File: config.mk
export PLATFORM = sky130hd
export DESIGN_NAME = dram_fifo_ctrl
export DESIGN_NICKNAME = d
export VERILOG_FILES = /design/src/rtl/dram_fifo_ctrl.sv
export SDC_FILE = /design/constraint.sdc
export NUM_CORES = 1
export LEC_CHECK = 0
export CAP_MARGIN = 25
export CORE_AREA = 2 2 108 110
export DETAILED_ROUTE_END_ITERATION = 10
export DIE_AREA = 0 0 110 112
export PLACE_DENSITY = 0.71
export SETUP_SLACK_MARGIN = 0.15
export SKIP_CTS_REPAIR_TIMING = 1
export SLEW_MARGIN = 10
export SYNTH_ARGS = -nofsm -noshare
export SYNTH_HDL_FRONTEND = slang
export SYNTH_SLANG_ARGS = --single-unit
File: constraint.sdc
create_clock -name clk -period 4.2 [get_ports clk]
set_input_delay 0.84 -clock clk [delete_from_list [all_inputs] [get_ports clk]]
set_output_delay 0.84 -clock clk [all_outputs]
set_load 0.005 [all_outputs]
File: src/rtl/dram_fifo_ctrl.sv
// Controller for the 2-wide dram_fifo write buffer: round-robin enqueue arbitration and a drain FSM for the pair/flush sequence.
// Optional statistics counters are compiled in when DRAM_FIFO_CTRL_STAT_EN is defined.
module dram_fifo_ctrl #(
    parameter int DATA_WIDTH = 32,
    parameter int DEPTH      = 16,
    parameter int TIMEOUT    = 8
) (
    input  logic                      clk,
    input  logic                      reset,
    input  logic                      a_valid,
    input  logic [DATA_WIDTH-1:0]     a_data,
    output logic                      a_ready,
    input  logic                      b_valid,
    input  logic [DATA_WIDTH-1:0]     b_data,
    output logic                      b_ready,
    input  logic                      flush_req,
    output logic [1:0]                fifo_enq_en,
    output logic [2*DATA_WIDTH-1:0]   fifo_enq_data,
    output logic [1:0]                fifo_deq_en,
    output logic [1:0]                fifo_inv_en,
    input  logic [2*DATA_WIDTH-1:0]   fifo_deq_data,
    input  logic                      fifo_full,
    output logic                      out_valid,
    output logic [1:0]                out_cnt,
    output logic [2*DATA_WIDTH-1:0]   out_data,
    input  logic                      out_ready,
`ifdef DRAM_FIFO_CTRL_STAT_EN
    output logic [31:0]               stat_acc_words,
    output logic [31:0]               stat_stall_cycles,
`endif
    output logic [$clog2(DEPTH):0]    occupancy
);

    localparam int CW = $clog2(DEPTH) + 1;
    localparam int TW = $clog2(TIMEOUT + 2);
    localparam logic [CW-1:0] CAP = CW'(DEPTH - 2);

    typedef enum logic [1:0] {IDLE, HOLD, PAIR, FLUSH} state_t;

    state_t                state, state_next;
    logic [CW-1:0]         count, count_next, slots;
    logic [TW-1:0]         timer, timer_next;
    logic                  rr, rr_next;
    logic                  grant_a, grant_b, hs;
    logic [1:0]            n_acc, n_pop;
    logic [DATA_WIDTH-1:0] lane0, lane1;

    // Two slots are kept in reserve, so admission is judged on the committed count alone.
    always_comb begin
        // NOTE: every output of a combinational block gets a default first so no path infers a latch.
        slots   = CAP - count;
        grant_a = 1'b0;
        grant_b = 1'b0;
        rr_next = rr;
        if (reset && !fifo_full) begin
            if (a_valid && b_valid) begin
                if (slots >= CW'(2)) begin
                    grant_a = 1'b1;
                    grant_b = 1'b1;
                    rr_next = ~rr;
                end else if (slots == CW'(1)) begin
                    grant_a = ~rr;
                    grant_b = rr;
                    rr_next = ~rr;
                end
            end else if (a_valid && slots != '0) begin
                grant_a = 1'b1;
                rr_next = 1'b1;
            end else if (b_valid && slots != '0) begin
                grant_b = 1'b1;
                rr_next = 1'b0;
            end
        end
    end

    always_comb begin
        lane0 = '0;
        lane1 = '0;
        if (grant_a && grant_b) begin
            lane0 = rr ? b_data : a_data;
            lane1 = rr ? a_data : b_data;
        end else if (grant_a) begin
            lane0 = a_data;
        end else if (grant_b) begin
            lane0 = b_data;
        end
    end

    assign a_ready       = grant_a;
    assign b_ready       = grant_b;
    assign fifo_enq_en   = {grant_a & grant_b, grant_a | grant_b};
    assign fifo_enq_data = {lane1, lane0};
    assign n_acc         = {1'b0, grant_a} + {1'b0, grant_b};

    assign out_valid   = (state == PAIR) || (state == FLUSH);
    assign out_cnt     = (state == PAIR) ? 2'd2 : (state == FLUSH) ? 2'd1 : 2'd0;
    assign out_data    = fifo_deq_data;
    assign hs          = out_valid && out_ready;
    assign n_pop       = hs ? out_cnt : 2'd0;
    assign fifo_inv_en = hs ? ((out_cnt == 2'd2) ? 2'b11 : 2'b01) : 2'b00;
    assign fifo_deq_en = {out_cnt == 2'd2, out_valid};
    assign count_next  = count + CW'(n_acc) - CW'(n_pop);
    assign occupancy   = count;

    // A FLUSH offer is held until taken so out_cnt never changes under a stalled handshake.
    always_comb begin
        state_next = state;
        timer_next = '0;
        if (state == FLUSH && !hs) begin
            state_next = FLUSH;
        end else if (count_next == '0) begin
            state_next = IDLE;
        end else if (count_next == CW'(1)) begin
            if (flush_req || TIMEOUT == 0 ||
                (state == HOLD && timer + TW'(1) == TW'(TIMEOUT))) begin
                state_next = FLUSH;
            end else begin
                state_next = HOLD;
                timer_next = (state == HOLD) ? timer + TW'(1) : '0;
            end
        end else begin
            state_next = PAIR;
        end
    end

    always_ff @(posedge clk or negedge reset) begin
        // NOTE: sequential state uses non-blocking assignments so all registers update from pre-edge values.
        if (!reset) begin
            state <= IDLE;
            count <= '0;
            timer <= '0;
            rr    <= 1'b0;
        end else begin
            state <= state_next;
            count <= count_next;
            timer <= timer_next;
            rr    <= rr_next;
        end
    end

`ifdef DRAM_FIFO_CTRL_STAT_EN
    logic        stall;
    logic [32:0] acc_sum;

    assign stall   = (a_valid && !a_ready) || (b_valid && !b_ready);
    assign acc_sum = {1'b0, stat_acc_words} + 33'(n_acc);

    always_ff @(posedge clk or negedge reset) begin
        if (!reset) begin
            stat_acc_words    <= '0;
            stat_stall_cycles <= '0;
        end else begin
            stat_acc_words <= acc_sum[32] ? '1 : acc_sum[31:0];
            if (stall && stat_stall_cycles != '1)
                stat_stall_cycles <= stat_stall_cycles + 32'd1;
        end
    end
`endif

endmodule

==> results of run 1 <==
==> worst max-delay path, stage by stage <==
cell and delay, ns:
clkdlybuf4s50_1 0.51, nand4_1 0.18, o21ai_1 0.19, a31o_2 0.19, ha_1 0.24, fa_1 0.38
inv_1 0.08, fa_1 0.44, or3_1 0.36, or3_4 0.38, a2111oi_4 0.27
==> cell usage in the layout (no fill, tap or decap), types with 2 or more instances in the layout <==
cell             instances
nand2_1                  9
clkdlybuf4s50_1        149
nand4_1                  2
a21o_1                   2
fa_1                     2
nand2b_1                 3
and2_1                   3
xnor2_1                  4
nand3_1                  2
a31o_2                   2
xor2_1                   2
dfrtp_1                 11
inv_1                   14
clkbuf_16                3
ha_1                    13
mux2i_1                 33
nor2b_1                  3
buf_4                   11
a22o_1                  32
o21ai_0                  2
nor2_1                  33
o21ai_1                  3
a21oi_1                  3
==> synth_stat cells (all sizes together) <==
cell,n,area (um^2)
nor2,33,124
nand2b,3,18.8
o211ai,1,7.51
nand3b,1,7.51
o21ai,5,25.0
or3,2,17.5
nand4,2,12.5
nor2b,3,18.8
clkbuf,4,15.0
nand3,2,10.0
xor2,3,33.8
a41oi,1,8.76
a21oi,4,23.8
nand2,9,33.8
o22ai,2,18.8
dfrtp,12,300
a31oi,1,6.26
a31o,2,17.5
inv,14,52.6
ha,13,163
a41o,1,10.0
a2111oi,1,27.5
a21o,2,15.0
xnor2,4,35.0
a21bo,1,10.0
a311oi,2,23.8
fa,2,40.0
mux2i,33,330
and3,1,6.26
buf,77,572
and2,3,18.8
a22o,32,280
nor3b,1,7.51
and3b,1,8.76
nor4,2,18.8
o21a,1,7.51
==> flip-flops by register name (all words and copies together), names as in the netlist <==
name and cells:
rr 1, occupancy 5, timer 4, state 2
==> per-stage QoR <==
step           hold WS [ns]  worst slack [ns]  cell area, um^2  total power [mW]  TNS, ns
5_1_grt               0.562             0.170             3650              1.40        0
6_report              0.519             0.264             3650              1.30        0
4_1_cts               0.523             0.176             3650              1.30        0
3_3_place_gp          0.489            0.0765             3560              1.07        0
3_5_place_dp          0.521           -0.0119             3560              1.10  -0.0119
2_1_floorplan         0.464             0.660             2330             0.758        0
==> metal layers <==
metal | share of wire [%] | track usage [%] | wire [um]
met5 | 0 | 0 | 0
met4 | 1.6 | 3.29 | 133
met3 | 11 | 3.81 | 967
met2 | 53 | 24.3 | 4480
met1 | 34 | 12.8 | 2900
==> area by class of cell <==
cell class / count / area (um^2)
clock buffer: 4 / 88.8
fill: 1146 / 7520
inverter: 14 / 52.6
multi-input combinational: 174 / 1410
sequential: 12 / 302
tap: 143 / 179
timing repair buffer: 163 / 1620
==> how the worst max path moves through the flow <==
stage,endpoint,startpoint,cells after the start
CTS,fifo_enq_data[31],b_valid,7
global placement,timer[3],b_valid,11
detailed placement,timer[3],b_valid,11
global route,timer[3],a_valid,11
finish,timer[3],a_valid,11
floorplan,timer[3],occupancy[0],11
==> kinds of logic (layout without fill, tap and decap cells) <==
logic type,count (synthesis),after routing,synth area share [%]
adder cells (fa/ha/maj),15,15,8.71
buffers and inverters,95,181,27.5
AO/OA/AOI/OAI,56,56,20.7
XOR/XNOR,7,7,2.96
AND/OR/NAND/NOR,63,63,13.0
multiplexers,33,33,14.2
flip-flops,12,12,12.9
==> power by group <==
| group | internal (mW) | switching [mW] |
|---|---|---|
| sequential | 0.152 | 0.0511 |
| clock | 0.144 | 0.0494 |
| combinational | 0.453 | 0.448 |
| total | 0.749 | 0.548 |
==> metrics.txt, run 1 <==
Tmin final=3.94 ns; CTS Buf Count=3; CTS tree=built; TritonCTS Sinks=12; Congestion Overflow GR=0; I/O pin cnt=279; hold depth=1; reg2reg path depth=12; Yosys cell types=45; die height=approximately 110 um; Final Util=between 30 and 40%; period utilization=93.7%; initial cell density of the core=about a fifth; leakage dissipation=approximately 1.5 nW; largest net degree at the start of global routing=37; routability cong.=~0.8; initial antenna violation count=0; maxcap violations=0; Layout Cells excl Fill=510; outcome=complete, no violations; dpl cells=roughly 500; slew margin rel.=between 50 and 60%; vias in the first global route=around 2.4k; First-pass DRT Iterations=4; post-synthesis sequential area ratio=between 10% and 20%; mean post-synth cell area=8.28 um^2; Worst setup SP type=primary input; WL/cell=16.6 um; DRT antenna net count=0; first-pass GRT wire length=approximately 12000 um; nets@finish=around 520; Core ar.=between 10000 and 15000 um^2; critical setup path kind=in -> reg; Total GRT Usage=12.6%; fmax=254 MHz; Pwr per Cell Area=between 300 and 400 nW/um^2; reg-to-reg startpoint=occupancy[0]; cell count after synthesis=between 200 and 300; max-slew violation count=0; Vias per Instance=4.61; clk_skew=0.00171 ns; DRC viols=0; I/O Buffers=150; die area=~12000 um^2; clock buffer depth=2; DR vias=around 2.4k; CP Max Fanout=5; final setup vio count=0; H-tree Lvls=1; Netlist Area Pre-Place=2330 um^2; worst vdd ir=around 0.00034 V; Post-DP HPWL=a little under 7000 um; Antenna diodes=0; Rows=39; Hold Crit Endpoint=timer[0]; critical path arrival=~4.1 ns; Crit. End Element=flop; clk root buf=clkbuf_16; Area Growth Syn to Fin=57.0%; register-to-register setup slack=~0.46 ns; Reg2Reg Capture Point=timer[3]; Die X=roughly 110 um; Synth Warn #=0; RSZ-0062 raised after global routing=no; insertion delay to the later sink of the worst-skew pair=around 0.24 ns; Slew @ Worst Pin=~0.6 ns; Final Hold Vio Count=0; Yosys reg bits=12; Routed WL=around 8500 um; WP data required=about 4.3 ns; Hold Crit Start=timer[0]; Reg clk slew, reported paths=about 0.04 ns; Starting DRT DRC Count=83; syn_nets=431; layout cells sized above 1=under 10%; HP Class=reg -> reg
Power figures use the tool's default switching activity.
==> run 2: changes to the inputs <==
- CTS_CLUSTER_SIZE: not set -> 28
==> results of run 2 <==
No change in the layout: final DEF, timing and power equal those of run 1.
